$ cat src/rtl/mul_div_pkg.sv
// Shared encodings for the iterative MULT/MULTU/DIV/DIVU sequencer and its HI/LO owner.
package mul_div_pkg;

    localparam logic [1:0] OP_MULT  = 2'b00;
    localparam logic [1:0] OP_MULTU = 2'b01;
    localparam logic [1:0] OP_DIV   = 2'b10;
    localparam logic [1:0] OP_DIVU  = 2'b11;

    typedef enum logic [1:0] {
        MULT  = OP_MULT,
        MULTU = OP_MULTU,
        DIV   = OP_DIV,
        DIVU  = OP_DIVU
    } muldiv_op_t;

    localparam logic [1:0] ST_IDLE = 2'd0;
    localparam logic [1:0] ST_RUN  = 2'd1;
    localparam logic [1:0] ST_FIX  = 2'd2;

    typedef enum logic [1:0] {
        IDLE = ST_IDLE,
        RUN  = ST_RUN,
        FIX  = ST_FIX
    } muldiv_state_t;

    // Bit 0 of the op code clears for the signed variants, bit 1 selects divide.
    function automatic logic op_is_signed(input logic [1:0] op);
        return ~op[0];
    endfunction

    function automatic logic op_is_div(input logic [1:0] op);
        return op[1];
    endfunction

endpackage

$ cat src/rtl/mul_div_sequencer_cond_negate.sv
// Conditional two's-complement negation, used for operand magnitudes and result sign fix-up.
module cond_negate #(
    parameter int WIDTH = 32
) (
    input  logic [WIDTH-1:0] data,
    input  logic             negate,
    output logic [WIDTH-1:0] result
);

    always_comb begin
        result = negate ? (~data + {{(WIDTH-1){1'b0}}, 1'b1}) : data;
    end

endmodule

$ cat src/rtl/mul_div_sequencer.sv
// Iterative multiply/divide unit owning HI/LO for the EX stage.
// Optional build macro MULDIV_DIVZERO_EXC_EN: divide-by-zero raises divZeroException and leaves HI/LO untouched.
module mul_div_sequencer
    import mul_div_pkg::*;
#(
    parameter int WIDTH = 32
) (
    input  logic             clk,
    input  logic             reset,
    input  logic             startMulDiv,
    input  logic [1:0]       opMulDiv,
    input  logic [WIDTH-1:0] operandA,
    input  logic [WIDTH-1:0] operandB,
    input  logic             writeHi,
    input  logic             writeLo,
    input  logic [WIDTH-1:0] dataInHiLo,
    input  logic             readHiLo,
    output logic             busyMulDiv,
    output logic             doneMulDiv,
    output logic             stallMulDiv,
    output logic [WIDTH-1:0] hiOut,
    output logic [WIDTH-1:0] loOut
`ifdef MULDIV_DIVZERO_EXC_EN
    ,
    output logic             divZeroException
`endif
);

    localparam int CNT_W = (WIDTH > 2) ? $clog2(WIDTH) : 1;
    localparam logic [CNT_W-1:0] CNT_LAST = CNT_W'(WIDTH - 1);

    muldiv_state_t    state_q, state_d;
    muldiv_op_t       op_q, op_d;
    logic             sa_q, sa_d;
    logic             sb_q, sb_d;
    logic             dz_q, dz_d;
    logic             done_q, done_d;
    logic [CNT_W-1:0] cnt_q, cnt_d;
    logic [WIDTH-1:0] acc_hi_q, acc_hi_d;
    logic [WIDTH-1:0] acc_lo_q, acc_lo_d;
    logic [WIDTH-1:0] opa_q, opa_d;
    logic [WIDTH-1:0] opb_q, opb_d;
    logic [WIDTH-1:0] hi_q, hi_d;
    logic [WIDTH-1:0] lo_q, lo_d;
`ifdef MULDIV_DIVZERO_EXC_EN
    logic             exc_q, exc_d;
`endif

    logic             start_signed;
    logic             start_div;
    logic [WIDTH-1:0] mag_a;
    logic [WIDTH-1:0] mag_b;

    assign start_signed = op_is_signed(opMulDiv);
    assign start_div    = op_is_div(opMulDiv);

    cond_negate #(.WIDTH(WIDTH)) u_mag_a (
        .data   (operandA),
        .negate (start_signed & operandA[WIDTH-1]),
        .result (mag_a)
    );

    cond_negate #(.WIDTH(WIDTH)) u_mag_b (
        .data   (operandB),
        .negate (start_signed & operandB[WIDTH-1]),
        .result (mag_b)
    );

    // Shared adder: multiply adds the multiplicand into the upper half, divide subtracts the divisor.
    logic             is_div;
    logic [WIDTH:0]   shifted_rem;
    logic [WIDTH+1:0] add_a;
    logic [WIDTH+1:0] add_b;
    logic             add_cin;
    logic [WIDTH+1:0] add_sum;
    logic             div_neg;

    assign is_div      = op_is_div(op_q);
    assign shifted_rem = {acc_hi_q, acc_lo_q[WIDTH-1]};

    always_comb begin
        add_a   = '0;
        add_b   = '0;
        add_cin = 1'b0;
        if (is_div) begin
            add_a   = {1'b0, shifted_rem};
            add_b   = ~{2'b00, opb_q};
            add_cin = 1'b1;
        end else begin
            add_a   = {2'b00, acc_hi_q};
            add_b   = acc_lo_q[0] ? {2'b00, opa_q} : '0;
            add_cin = 1'b0;
        end
    end

    assign add_sum = add_a + add_b + {{(WIDTH+1){1'b0}}, add_cin};
    assign div_neg = add_sum[WIDTH+1];

    logic [2*WIDTH-1:0] prod_fixed;
    logic [WIDTH-1:0]   quot_fixed;
    logic [WIDTH-1:0]   rem_fixed;

    cond_negate #(.WIDTH(2*WIDTH)) u_fix_prod (
        .data   ({acc_hi_q, acc_lo_q}),
        .negate (sa_q ^ sb_q),
        .result (prod_fixed)
    );

    cond_negate #(.WIDTH(WIDTH)) u_fix_quot (
        .data   (acc_lo_q),
        .negate (sa_q ^ sb_q),
        .result (quot_fixed)
    );

    cond_negate #(.WIDTH(WIDTH)) u_fix_rem (
        .data   (acc_hi_q),
        .negate (sa_q),
        .result (rem_fixed)
    );

    always_comb begin
        state_d  = state_q;
        op_d     = op_q;
        sa_d     = sa_q;
        sb_d     = sb_q;
        dz_d     = dz_q;
        done_d   = 1'b0;
        cnt_d    = cnt_q;
        acc_hi_d = acc_hi_q;
        acc_lo_d = acc_lo_q;
        opa_d    = opa_q;
        opb_d    = opb_q;
        hi_d     = hi_q;
        lo_d     = lo_q;
`ifdef MULDIV_DIVZERO_EXC_EN
        exc_d    = 1'b0;
`endif
        case (state_q)
            IDLE: begin
                if (writeHi) hi_d = dataInHiLo;
                if (writeLo) lo_d = dataInHiLo;
                if (startMulDiv) begin
                    op_d  = muldiv_op_t'(opMulDiv);
                    sa_d  = start_signed & operandA[WIDTH-1];
                    sb_d  = start_signed & operandB[WIDTH-1];
                    opa_d = mag_a;
                    opb_d = mag_b;
                    cnt_d = '0;
                    dz_d  = 1'b0;
                    if (start_div && (operandB == '0)) begin
                        dz_d     = 1'b1;
                        acc_hi_d = operandA;
                        acc_lo_d = '1;
                        state_d  = FIX;
                    end else if (start_div) begin
                        acc_hi_d = '0;
                        acc_lo_d = mag_a;
                        state_d  = RUN;
                    end else begin
                        acc_hi_d = '0;
                        acc_lo_d = mag_b;
                        state_d  = RUN;
                    end
                end
            end
            RUN: begin
                // Partial remainder stays below the divisor, so WIDTH bits hold it between steps.
                if (is_div) begin
                    acc_hi_d = div_neg ? shifted_rem[WIDTH-1:0] : add_sum[WIDTH-1:0];
                    acc_lo_d = {acc_lo_q[WIDTH-2:0], ~div_neg};
                end else begin
                    acc_hi_d = add_sum[WIDTH:1];
                    acc_lo_d = {add_sum[0], acc_lo_q[WIDTH-1:1]};
                end
                cnt_d = cnt_q + CNT_W'(1);
                if (cnt_q == CNT_LAST) state_d = FIX;
            end
            FIX: begin
                state_d = IDLE;
                done_d  = 1'b1;
                if (dz_q) begin
`ifdef MULDIV_DIVZERO_EXC_EN
                    exc_d = 1'b1;
`else
                    hi_d  = acc_hi_q;
                    lo_d  = acc_lo_q;
`endif
                end else if (is_div) begin
                    hi_d = rem_fixed;
                    lo_d = quot_fixed;
                end else begin
                    hi_d = prod_fixed[2*WIDTH-1:WIDTH];
                    lo_d = prod_fixed[WIDTH-1:0];
                end
            end
            default: state_d = IDLE;
        endcase
    end

    always_ff @(posedge clk) begin
        if (reset) begin
            state_q <= IDLE;
            done_q  <= 1'b0;
            hi_q    <= '0;
            lo_q    <= '0;
`ifdef MULDIV_DIVZERO_EXC_EN
            exc_q   <= 1'b0;
`endif
        end else begin
            state_q <= state_d;
            done_q  <= done_d;
            hi_q    <= hi_d;
            lo_q    <= lo_d;
`ifdef MULDIV_DIVZERO_EXC_EN
            exc_q   <= exc_d;
`endif
        end
    end

    // Datapath state is only consumed after a start reloads it, so it carries no reset.
    always_ff @(posedge clk) begin
        op_q     <= op_d;
        sa_q     <= sa_d;
        sb_q     <= sb_d;
        dz_q     <= dz_d;
        cnt_q    <= cnt_d;
        acc_hi_q <= acc_hi_d;
        acc_lo_q <= acc_lo_d;
        opa_q    <= opa_d;
        opb_q    <= opb_d;
    end

    assign busyMulDiv  = (state_q != IDLE);
    assign doneMulDiv  = done_q;
    assign stallMulDiv = busyMulDiv & (readHiLo | writeHi | writeLo | startMulDiv);
    assign hiOut       = hi_q;
    assign loOut       = lo_q;
`ifdef MULDIV_DIVZERO_EXC_EN
    assign divZeroException = exc_q;
`endif

endmodule

$ cat config.mk
export PLATFORM = sky130hd
export DESIGN_NAME = mul_div_sequencer
export DESIGN_NICKNAME = d
export VERILOG_FILES = /design/src/rtl/mul_div_pkg.sv /design/src/rtl/mul_div_sequencer_cond_negate.sv /design/src/rtl/mul_div_sequencer.sv
export SDC_FILE = /design/constraint.sdc
export NUM_CORES = 1
export LEC_CHECK = 0
export ABC_CLOCK_PERIOD_IN_PS = 6450
export CAP_MARGIN = 20
export CORE_ASPECT_RATIO = 0.9
export CORE_UTILIZATION = 49
export DETAILED_ROUTE_END_ITERATION = 12
export DONT_BUFFER_PORTS = 1
export PLACE_DENSITY = 0.68
export SYNTH_ARGS = -nofsm -noshare
export SYNTH_HDL_FRONTEND = slang
export SYNTH_SLANG_ARGS = --single-unit
$ cat constraint.sdc
create_clock -name clk -period 6.45 [get_ports clk]
set_input_delay 0.9675 -clock clk [delete_from_list [all_inputs] [get_ports clk]]
set_output_delay 0.9675 -clock clk [all_outputs]
set_load 0.02 [all_outputs]
### Yosys cells after proc, flatten, opt, wreduce, memory -nomap -nowiden

Cells that the tools add are included.
W data, S select, Z words.

| word-level totals | value |
|---|---|
| register bits | 205 |
| latch bits | 0 |
| bits in writable memories | 0 |
| memory bits (read-only) | 0 |
| input bits | 104 |
| output and inout port bits | 67 |
| logic and storage cells | 89 |
| memories kept | 0 |

| cells by class | value |
|---|---|
| $add $sub $neg | 8 |
| multipliers | 0 |
| divide/modulo/power cells | 0 |
| order comparisons | 0 |
| eq/ne operators | 7 |
| shifts and indexed selects | 0 |
| mux-type cells | 35 |
| bitwise operators | 15 |
| reductions and logical operators | 11 |

Operators with widths:

| cell | number |
|---|---|
| $mux W32 | 19 |
| $pmux W32 S2 | 4 |
| $add A32 B1 Y32 const B | 4 |
| $not A32 Y32 | 4 |
| $add A64 B1 Y64 const B | 1 |
| $mux W64 | 1 |
| $not A64 Y64 | 1 |
| $add A34 B1 Y34 | 1 |
| $add A34 B34 Y34 | 1 |
| $mux W34 | 1 |
| $not A32 Y34 | 1 |
| $mux W33 | 1 |
| $logic_not A32 Y1 | 1 |
| $pmux W5 S2 | 1 |
| $reduce_and A2 Y1 | 5 |
| $ne A2 B2 Y1 const B | 4 |
| $mux W2 | 3 |
| $reduce_bool A2 Y1 | 3 |
| $add A5 B1 Y5 const B | 1 |
| $eq A5 B5 Y1 const B | 1 |
| $mux W5 | 1 |
| $pmux W2 S2 | 1 |
| $and A1 B1 Y1 | 3 |
| $mux W1 | 3 |
| other kinds (7) | 10 |

### Logic depth before layout (Yosys ltp)

| depth | value |
|---|---|
| word-level depth | 7 |
| gate-level depth with buffers | 17 |
| depth with buffers taken out | 14 |

### Hierarchy

From an unflattened synthesis, not the netlist that was laid out.

| unflattened totals | value |
|---|---|
| cell total of the unflattened synthesis | 2,000 |
| area total of the unflattened synthesis | 17,560.6 um2 |

By module, submodules not included:

| module | times used | cells an instance | area an instance (um2) | seq. area each (um2) |
|---|---|---|---|---|
| mul_div_sequencer | 1 | 1,398 | 12,803.5 | 5,455.2 |
| cond_negate (u_fix_quot ...) | 4 | 99 | 777.0 | 0.0 |
| cond_negate (u_fix_prod) | 1 | 206 | 1,649.1 | 0.0 |

### Worst setup path before layout

OpenSTA, ideal clock, no wires.

| timing path | value |
|---|---|
| path kind | register -> register |
| start | reg op_q[1] |
| end | reg acc_hi_q[19] (data pin) |
| setup time | 0.261 ns |
| arrival time | 4.433 ns |
| required time | 6.189 ns |
| path slack | 1.756 ns |
| cell stages (with the launch flop) | 17 |
| buffers on the path | 5 |
| clock period less this slack | 4.694 ns |
| path through | edfxtp_1 > clkbuf_1 > clkbuf_1 > clkbuf_1 > buf_1 > clkbuf_1 > mux2i_1 > fa_1 > inv_1 > fa_1 > a21o_1 > a221oi_1 > o221ai_1 > a21oi_1 > o21ai_0 > xor2_1 > a221o_1 |

| on the way | value |
|---|---|
| cells in the longest elaborated chain, start to end | 6 |
| elaborated cells between the ends (all ways) | 8 |
| those cells by class | add/sub: 2; mux: 6 |

Ends and longest elaborated chain:

| what | RTL line | text |
|---|---|---|
| start, declared | mul_div_sequencer.sv:33 | `muldiv_op_t op_q, op_d;` |
| start signal, assigned | mul_div_sequencer.sv:222 | `op_q <= op_d;` |
| $mux W33 or $mux W34 (tied branches) | mul_div_sequencer.sv:85 | `if (is_div) begin` |
| $add A34 B34 Y34 | mul_div_sequencer.sv:96 | `assign add_sum = add_a + add_b + {{(WIDTH+1){1'b0}}, add_cin};` |
| $add A34 B1 Y34 | mul_div_sequencer.sv:96 |  |
| $mux W32 | mul_div_sequencer.sv:169 | `acc_hi_d = div_neg ? shifted_rem[WIDTH-1:0] : add_sum[WIDTH-1:0];` |
| $mux W32 (*) | mul_div_sequencer.sv:168 | `if (is_div) begin` |
| $pmux W32 S2 (*) | mul_div_sequencer.sv:138 | `case (state_q)` |
| via acc_hi_d[19] | mul_div_sequencer.sv:39 | `logic [WIDTH-1:0] acc_hi_q, acc_hi_d;` |
| end signal, assigned | mul_div_sequencer.sv:227 | `acc_hi_q <= acc_hi_d;` |
| end, declared | mul_div_sequencer.sv:39 |  |

The timed path passes the listed nets; every way through them passes the cells marked *.
A chain may end at the register's enable or synchronous reset.

### Worst setup path in the final report

| timing path | value |
|---|---|
| start | reg op_q[1] |
| end | reg acc_hi_q[24] (data pin) |

The elaborated chain is that of the path after synthesis.

==> flow_summary.yaml <==
flow_run:
  maxCapViolCount: 0
clock_tree:
  clock-sinks: 204
  cts_tree: "built"
  root_buffer: "clkbuf_16"
  h-tree-depth: 1
  cts_resized: 0
  clock_latency_ns: 0.54
  numCtsBuffers: 24
  clockBufferDepth: 3
  cts_hold_buf: 0
  postCtsSetupRepairBufs: 0
  cts.clk_slew.worst_paths_ns: 0.06
floorplan:
  std_cell_rows: 58
  fp.dieW_um: 181
  ios: 171
  start_util: 0.502
  core_area_um2: 28200
  die_area_um2: 29500
  die_y_um: 163
critical_path:
  r2r-start: "op_q[1]$_DFFE_PP_"
  ff2ff_path_depth: 15
  crit_end: "acc_hi_q[24]$_DFFE_PP_"
  critPathArrivalTime_ns: 5.19
  path_max_fanout: 106
  required_ns: 6.71
  path_class: "reg2reg"
  cp-end-kind: "register"
  r2r-end: "acc_hi_q[24]$_DFFE_PP_"
  regToRegSetupSlack_ns: 1.51
  setup.worst_path.start_class: "register"
  startpoint: "op_q[1]$_DFFE_PP_"
placement:
  dp.cells: 1858
  post-dp-hpwl_mm: 38.1
  port_buffers: 0
  place_congestion: 1.04
sta:
  hold_slack_ns: 0.513
  timing.fmax_ghz: 0.203
  finalSetupTns_ns: 0
  maxSlewHeadroom: 0.296
  period_minus_slack_ns: 4.94
  tightest_slew_ns: 1.06
  finalHoldViolCount: 0
  skew_ns: 0.0246
  setup_viol: 0
  drv_slew: 0
  grt_setup_unrepaired: "no"
  finalCritPeriodShare: 0.765
synthesis:
  synth.area.top_cells: "edfxtp_1, dfxtp_1, a21oi_1"
  ys_ff_latch: 204
  synth_edf_count: 137
  yosysMostFrequentCell: "nor2_1"
  synth_nets: 1733
  synth.cell_area_um2: 14100
  netlist.area_leader.share: 0.291
  synth_flop_cell: "edfxtp_1"
  synthesis.instances: 1590
  async_flop_share: 0
  synth_commonest_cells: "nor2_1, a21oi_1, edfxtp_1, nand2_1, o21ai_0"
  synth_warnings: 0
  synth.avg_cell_area_um2: 8.89
  synth_cell_types: 76
  ys_seq_area_frac: 0.386
  yosys.area.top_type: "edfxtp_1"
route:
  drtAntennaViolNets: 0
  drt-total-wl_mm: 50.0
  num_vias: 12700
  drtIter0Drc: 1670
  drtPass1Iterations: 5
  wl_per_cell_um: 26.3
  drc_errors: 0
  vias_per_cell: 6.70
pwr:
  power_frac_clock: 0.309
  pwr-share-comb: 0.276
  p_switching_uw: 1530
  p_sw_frac: 0.358
  max-vdd-ir-drop_uv: 216
  p_leak_uw: 0.00534
  power_frac_seq: 0.415
  powerDensity_nw_per_um2: 283
  internal-power_uw: 2740
run_status:
  status: "complete, no violations"
grt:
  grt_pass1_vias: 11500
  grt_pass1_wl_mm: 72.8
  antenna_found_initial: 1
  grt_max_degree: 107
  grt-ovfl-total: 0
  grt_util_all_layers: 0.329
finish:
  drive_gt1_frac: 0.0688
  fin_util: 0.535
  syn_to_final_growth_pct: 6.55
  nets: 1667
  stdcell_count: 1901
  nFillCells: 2658
  diodes: 0
worst_hold_path:
  min_path_cells: 1
  worstHoldStart: "reset"
  hold_path.class: "in2reg"
-- state kept, by name (all words and copies together), names as in the netlist --
signal / cells
op_q: 1
acc_hi_q: 32
acc_lo_q: 32
loOut: 32
dz_q: 1
opa_q: 32
sb_q: 1
doneMulDiv: 1
cnt_q: 5
sa_q: 1
state_q: 2
opb_q: 32
hiOut: 32
-- cell families (layout without fill, tap and decap cells) --
| group | Yosys count | after routing | share of synthesized area |
|---|---|---|---|
| AOI/OAI and AO/OA | 520 | 520 | 0.240 |
| and+or+nand+nor | 474 | 474 | 0.159 |
| DFF | 204 | 204 | 0.386 |
| xor gates and xnor gates | 147 | 147 | 0.0911 |
| buffers and inverters | 138 | 89 | 0.0376 |
| muxes | 68 | 68 | 0.0506 |
| adders and majority gates | 39 | 39 | 0.0356 |
-- worst max-delay path, cell delays in order, from the launching register on --
cell and delay (ns):
edfxtp_1 0.40, buf_12 0.43, nor2_2 0.07, buf_4 0.26, a2bb2oi_1 0.33, fa_1 0.25, inv_1 0.05, fa_1 0.39
a21o_1 0.21, a221oi_1 0.67, o221ai_1 0.39, a21oi_1 0.35, o21ai_0 0.21, a21oi_1 0.21, xor2_1 0.27, o211ai_1 0.11
-- worst min path at each step --
stage,to
floorplan,hiOut[10]$_SDFFE_PP0P_
finish,loOut[5]$_SDFFE_PP0P_
CTS,state_q[0]$_SDFFE_PP0P_
detailed placement,loOut[1]$_SDFFE_PP0P_
global placement,loOut[1]$_SDFFE_PP0P_
global route,loOut[15]$_SDFFE_PP0P_
-- metal layers --
layer | GRT usage | share of wire
met3 | 0.0825 | 0.13
met1 | 0.485 | 0.43
met2 | 0.457 | 0.40
met5 | 0 | 0.00026
met4 | 0.129 | 0.040
-- through the flow --
step	setup WS (ns)	instance area (um2)	power, uW
after global routing	1.15	15100	4420
after global placement	1.66	14300	2930
after CTS	1.63	15100	4240
after detailed placement	1.65	14300	2930
after floorplan	1.76	14100	2570
final	1.51	15100	4270
-- power groups by stage --
stage               Combinational [uW]  Sequential [uW]  Clock [uW]
floorplan                          866             1700           0
global placement                  1140             1790           0
detailed placement                1140             1790           0
CTS                               1150             1760        1330
global route                      1270             1780        1380
finish                            1180             1770        1320
-- area by class of cell --
cell class	instances	area, um2	share of cell area
clock buffer	31	648	0.0431
timing repair buffer	13	110	0.00731
clock inverter	12	98.8	0.00657
sequential	204	5460	0.362
inverter	33	124	0.00823
multi-input combinational	1248	8170	0.543
tap	360	450	0.0299
-- layout by cell type, fill, tap and decap left out, drive strengths merged, types with 28 or more instances in the layout --
cell type and count:
a211oi 51, a21oi 139, a22oi 28, clkbuf 31, dfxtp 67, edfxtp 137, ha 37, inv 34
mux2i 41, nand2 136, nor2 159, nor3 32, o21ai 99, o22ai 31, o31ai 36, xnor2 78
xor2 69
No activity file was read; power rests on OpenSTA's default activity.
